File: config.mk
export PLATFORM = sky130hd
export DESIGN_NAME = cpu_bus_capture
export DESIGN_NICKNAME = d
export VERILOG_FILES = /design/src/rtl/cpu_bus_capture.sv
export SDC_FILE = /design/constraint.sdc
export NUM_CORES = 1
export LEC_CHECK = 0
export ABC_AREA = 0
export BUFFER_PORTS_ARGS = -buffer_cell sky130_fd_sc_hd__buf_4
export CAP_MARGIN = 20
export CELL_PAD_IN_SITES_DETAIL_PLACEMENT = 0
export CELL_PAD_IN_SITES_GLOBAL_PLACEMENT = 1
export CORE_MARGIN = 5
export CORE_UTILIZATION = 49
export DETAILED_ROUTE_END_ITERATION = 7
export GPL_ROUTABILITY_DRIVEN = 0
export PLACE_DENSITY_LB_ADDON = 0.1
export SYNTH_ARGS = -nofsm -noshare
export SYNTH_HDL_FRONTEND = slang
export SYNTH_SLANG_ARGS = --single-unit
File: constraint.sdc
create_clock -name clk -period 5.6 [get_ports clk]
set_clock_uncertainty 0.15 [all_clocks]
set_input_delay 0.84 -clock clk [delete_from_list [all_inputs] [get_ports clk]]
set_output_delay 0.84 -clock clk [all_outputs]
set_load 0.01 [all_outputs]
File: src/rtl/cpu_bus_capture.sv
// rtl/cpu_bus_capture.sv - CPU strobe synchronizer, glitch filter, register-window decoder and write queue
//
// Ports:
//   clk, rst        : master clock, synchronous active-high reset
//   cpu_addr/dato   : raw CPU address and write data, sampled every clock
//   cpu_we/cpu_oe   : raw active-low write/read strobes (asynchronous)
//   wr_valid/ready  : write-queue head handshake (pop on valid & ready)
//   wr_addr/wr_data : register index and data of the queue head
//   rd_pulse        : one-clock pulse per qualified in-window read
//   rd_addr         : register index of the most recent qualified read
//   fifo_level      : write-queue occupancy
//   ovf             : sticky, set when a write is dropped on a full queue

module cpu_bus_capture #(
    parameter int          SYNC_STAGES = 2,
    parameter int          FILT        = 2,
    parameter logic [20:0] WIN_BASE    = 21'h0FFFF8,
    parameter int          FIFO_DEPTH  = 4,
    localparam int         AW          = $clog2(FIFO_DEPTH),
    localparam int         LW          = AW + 1
) (
    input  logic          clk,
    input  logic          rst,
    input  logic [20:0]   cpu_addr,
    input  logic [7:0]    cpu_dato,
    input  logic          cpu_we,
    input  logic          cpu_oe,
    output logic          wr_valid,
    input  logic          wr_ready,
    output logic [2:0]    wr_addr,
    output logic [7:0]    wr_data,
    output logic          rd_pulse,
    output logic [2:0]    rd_addr,
    output logic [LW-1:0] fifo_level,
    output logic          ovf
);

    typedef enum logic [1:0] {
        IDLE_HI   = 2'd0,
        ACTIVE_LO = 2'd1,
        DISARMED  = 2'd2
    } filt_state_t;

    localparam logic [2:0]  FILT_M1 = 3'(FILT - 1);
    localparam logic [17:0] WIN_TAG = WIN_BASE[20:3];

    // ------------------------------------------------------------------
    // Strobe synchronizers (reset to the inactive level)
    // ------------------------------------------------------------------
    logic [SYNC_STAGES-1:0] we_sync;
    logic [SYNC_STAGES-1:0] oe_sync;

    // After reset the synchronizer outputs are the reset value, not real
    // samples. This chain marks when the last stage first holds a genuine
    // strobe sample; until then DISARMED ignores the (fake) high level so a
    // strobe held low through reset release can never arm and qualify.
    logic [SYNC_STAGES-1:0] prime_q;
    logic                   sample_ok;

    always_ff @(posedge clk) begin
        if (rst) begin
            we_sync <= '1;
            oe_sync <= '1;
            prime_q <= '0;
        end else begin
            we_sync <= {we_sync[SYNC_STAGES-2:0], cpu_we};
            oe_sync <= {oe_sync[SYNC_STAGES-2:0], cpu_oe};
            prime_q <= {prime_q[SYNC_STAGES-2:0], 1'b1};
        end
    end

    assign sample_ok = prime_q[SYNC_STAGES-1];

    // index 0 = write strobe, index 1 = read strobe
    logic [1:0] strobe_s;
    assign strobe_s[0] = we_sync[SYNC_STAGES-1];
    assign strobe_s[1] = oe_sync[SYNC_STAGES-1];

    // ------------------------------------------------------------------
    // Bus sampling
    // ------------------------------------------------------------------
    logic [20:0] addr_q;
    logic [7:0]  data_q;

    always_ff @(posedge clk) begin
        if (rst) begin
            addr_q <= '0;
            data_q <= '0;
        end else begin
            addr_q <= cpu_addr;
            data_q <= cpu_dato;
        end
    end

    // ------------------------------------------------------------------
    // Glitch filter FSMs, one per strobe
    // ------------------------------------------------------------------
    filt_state_t st_q [2];
    filt_state_t st_d [2];
    logic [2:0]  cnt_q [2];
    logic [2:0]  cnt_d [2];
    logic [1:0]  opp;
    logic [1:0]  qual;

    always_ff @(posedge clk) begin
        if (rst) begin
            for (int i = 0; i < 2; i++) begin
                st_q[i]  <= DISARMED;
                cnt_q[i] <= '0;
            end
        end else begin
            for (int i = 0; i < 2; i++) begin
                st_q[i]  <= st_d[i];
                cnt_q[i] <= cnt_d[i];
            end
        end
    end

    always_comb begin
        opp  = '0;
        qual = '0;
        for (int i = 0; i < 2; i++) begin
            st_d[i]  = st_q[i];
            cnt_d[i] = cnt_q[i];

            // "opposite" means a sample that argues for leaving the state
            case (st_q[i])
                IDLE_HI:   opp[i] = ~strobe_s[i];
                ACTIVE_LO: opp[i] = strobe_s[i];
                default:   opp[i] = strobe_s[i] & sample_ok;
            endcase

            if (opp[i]) begin
                if (cnt_q[i] == FILT_M1) begin
                    // FILT-th consecutive opposite sample: switch now, so the
                    // qualification lands on this same edge
                    cnt_d[i] = '0;
                    case (st_q[i])
                        IDLE_HI: begin
                            st_d[i] = ACTIVE_LO;
                            qual[i] = 1'b1;
                        end
                        default: st_d[i] = IDLE_HI;
                    endcase
                end else begin
                    cnt_d[i] = cnt_q[i] + 3'd1;
                end
            end else begin
                cnt_d[i] = '0;
            end
        end
    end

    // ------------------------------------------------------------------
    // Decode
    // ------------------------------------------------------------------
    logic win_hit;
    logic push;
    logic rd_hit;

    assign win_hit = (addr_q[20:3] == WIN_TAG);
    assign push    = qual[0] & win_hit;
    // a simultaneous write wins; the read of that cycle is dropped
    assign rd_hit  = qual[1] & ~qual[0] & win_hit;

    always_ff @(posedge clk) begin
        if (rst) begin
            rd_pulse <= 1'b0;
            rd_addr  <= '0;
        end else begin
            rd_pulse <= rd_hit;
            if (rd_hit) begin
                rd_addr <= addr_q[2:0];
            end
        end
    end

    // ------------------------------------------------------------------
    // Write queue (first-word-fall-through)
    // ------------------------------------------------------------------
    logic [2:0]    mem_a [FIFO_DEPTH];
    logic [7:0]    mem_d [FIFO_DEPTH];
    logic [AW-1:0] head;
    logic [AW-1:0] tail;
    logic [LW-1:0] level;
    logic          pop;
    logic          push_ok;

    assign wr_valid = (level != '0);
    assign pop      = wr_valid & wr_ready;
    // a full queue still takes the push when the head leaves this cycle
    assign push_ok  = push & ((level != LW'(FIFO_DEPTH)) | pop);

    always_ff @(posedge clk) begin
        if (push_ok) begin
            mem_a[tail] <= addr_q[2:0];
            mem_d[tail] <= data_q;
        end
    end

    always_ff @(posedge clk) begin
        if (rst) begin
            head  <= '0;
            tail  <= '0;
            level <= '0;
            ovf   <= 1'b0;
        end else begin
            if (push_ok) begin
                tail <= tail + AW'(1);
            end
            if (pop) begin
                head <= head + AW'(1);
            end
            case ({push_ok, pop})
                2'b10:   level <= level + LW'(1);
                2'b01:   level <= level - LW'(1);
                default: level <= level;
            endcase
            if (push & ~push_ok) begin
                ovf <= 1'b1;
            end
        end
    end

    // gate the head so stale storage never shows while the queue is empty
    assign wr_addr    = wr_valid ? mem_a[head] : 3'd0;
    assign wr_data    = wr_valid ? mem_d[head] : 8'd0;
    assign fifo_level = level;

endmodule
==> metrics.md <==
| Metric | Value |
|---|---|
| Vias per inst | 4.93 |
| Port-buffer cells | between 50 and 60 |
| FF-to-FF Start | cnt_q[0][0] |
| VDD IR max | 0.185 mV |
| Clk slew on worst S/H paths | about 0.1 ns |
| CP Max Fanout | 11 |
| Avg Cell Area, Syn | 13.5 um2 |
| RSZ-0062 raised after global routing | false |
| Hold path endpoint | oe_sync[1] |
| Largest cells by area after synthesis | edfxtp_1 35%, dfxtp_1 31%, mux4_2 6.5% |
| Initial antenna violation count | 0 |
| All-Layer GR Usage | between 10% and 20% |
| CTS-repair resized insts | 0 |
| Non-Filler Instances | 445 |
| Design Area, Final | 4520 um2 |
| Vias in the first global route | 2,230 |
| # IOs | 54 |
| Delay-heaviest family, CP | flip-flops |
| Area share of the largest cell type after synthesis | 34.7% |
| Reg2reg end | fifo_level[2] |
| Per-cell routed wire length | roughly 14 um |
| Slowest CP cell | dfxtp_1 |
| Setup TNS | 0 ns |
| Peak per-stage delay on the critical path | 0.82 ns |
| Post-synthesis net count | 326 |
| Final-layout fill cell count | 623 |
| Async S/R FF share, synth | 0% |
| Post-route clock period utilization | 55.0% |
| CTS Buffer Depth | 2 |
| Worst Tran Pin Value | 0.824 ns |
| Final hold violations | 0 |
| Drt pass-1 iters | 4 |
| Post-CTS Hold Fix Bufs | 0 |
| Vias | 2,196 |
| Hold Crit Start | oe_sync[0] |
| ANT cells | 0 |
| Post-synthesis cell count | about 280 |
| Synthesized area | 3800 um2 |
| EDFF count, synth | 44 |
| CTS Buf Count | 9 |
| CP required | roughly 4.6 ns |
| Core area | 7650 um2 |
| Die ar. | 9620 um2 |
| Layout cells sized above 1 | 26.2% |
| DR DRC count | 0 |
| Min Tclk post-route | between 3 and 4 ns |
| Rows | 32 |
| Yosys reg bits | just over 100 |
| Post-DP HPWL | 4270 um |
| Synth Warn # | 0 |
| CTS tree | done |
| Initial core utilization | 49.7% |
| Crit path kind | reg -> out |
| Reg2Reg Setup Slack | 2.54 ns |
| Met3 track demand over resource | 4.50% |
| Sequential fraction of the synthesis area | 65.8% |
| Worst-path cell chain | mux4_2 -> and2_1 -> buf_4 |
| Fmax | around 320 MHz |
| Pin count of the biggest net entering global routing | 52 |
| Area grow syn2layout | 18.8% |
| Worst rel slew slack | approximately 45% |
| Hold depth | 1 |
| Power density over the cells | 296 nW/um2 |
| Postcts setup bufs | 0 |
| Root buf cell | clkbuf_8 |
| Startpoint Class | flip-flop |
| First-pass GRT wire length | 10,600 um |
| Met2 Use GR | 23.5% |
| Met1 Use GR | 17.1% |
| R2r worst-path depth | 11 |
| Post-DP Area | about 4300 um2 |
| Commonest non-fill, non-tap cells in the layout | 59 x dfxtp_1, 53 x buf_4, 44 x edfxtp_1 |
| 1st-iter DRT viols | 76 |
| Die span in y | approximately 98 um |
| Final slew viol count | 0 |
| Status | finished, final reports clean |
| Most Crowded Layer GR | met2 |
| Final wirelength | between 6000 and 7000 um |
| Setup violators final | 0 |
| Placed cells | 429 |
| H-tree levels | 3 |
| Fin nets | roughly 380 |
| Grt ovf | 0 |
| Synth area leader | edfxtp_1 |
| Leak | 1.71 nW |
| Sink Count | 103 |
| Antenna Violating Nets Remaining | 0 |
| Most common cell after layout, fill and taps aside | dfxtp_1 |
| Worst Hold Margin | 0.266 ns |
| CP arrival | 2.09 ns |
| Die Wd | about 98 um |
| Maxcap violations | 0 |
| Worst Path Buf+Inv | 1 |
| Clock latency on the worst-skew pair | 0.36 ns |
| Hold WC Path Type | reg -> reg |
| Worst Setup End Kind | output port |
| Synth Flop Type | dfxtp_1 |
| Synth cell types | 36 |
flip-flops by register name, summed over array words and instances (netlist names), 3 cells and up, named ones only:
signal	cells
mem_d	32
addr_q	21
mem_a	12
data_q	8
cnt_q	6
st_q	4
fifo_level	3
rd_addr	3
worst max path at each step:
stage,slack [ns],end,cells after the start,start
after floorplan,2.48,fifo_level[2],9,wr_ready
final,2.52,wr_addr[2],3,flip-flop
after detailed placement,2.24,fifo_level[2],10,wr_ready
after global routing,2.29,fifo_level[2],11,cnt_q[0][0]
after global placement,2.27,fifo_level[2],10,wr_ready
after CTS,2.45,wr_addr[0],3,flip-flop
stage by stage:
step	setup WS [ns]	total power, mW	utilization (%)
floorplan	2.48	0.836	-
global route	2.29	1.40	59.1
detailed placement	2.24	0.860	56.2
global placement	2.27	0.858	56.2
finish	2.52	1.34	59.1
CTS	2.45	1.36	59.1
power breakdown:
group          switching [mW]  total, mW  internal (mW)
combinational          0.0143     0.0379         0.0236
sequential            0.00847      0.804          0.795
clock                   0.258      0.498          0.240
total                   0.280       1.34           1.06
metal layers:
layer | vias up | wire [um]
li1 | 1111 | -
met1 | 1038 | 2720
met2 | 42 | 3190
met3 | 5 | 300
met4 | 0 | 93
met5 | - | 0
final cells by class:
type	count	area (um2)	share of cell area (%)
clock buffers	10	149	3.29
clock inverters	6	73.8	1.63
inverters	10	37.5	0.830
multi-input cells	161	1230	27.3
flip-flops and latches	103	2500	55.4
well taps	102	128	2.82
repair buffers	53	398	8.80
logic make-up (layout without fill, tap and decap cells):
group	after synthesis	after routing	share of synthesized area, %
and+or+nand+nor	109	109	17.0
DFF	103	103	65.8
AOI/OAI and AO/OA	23	23	3.52
buffers and inverters	18	79	1.81
muxes	11	11	6.51
adders and majority gates	10	10	3.49
xor gates and xnor gates	8	8	1.84
synth_stat cells, drive strengths merged (3+ instances only):
cell type and instances:
a21oi 8, nand4 10, nor2b 32, nor3 3
or2 5, or4b 3, nor2 18, o31ai 3
xor2 5, o21ai 8, nand2 5, nand3 5
edfxtp 44, mux4 11, dfxtp 59, inv 10
and2 17, clkbuf 7, xnor2 3, or3 3
ha 9
Note: power is estimated with default switching activity, not from simulation.
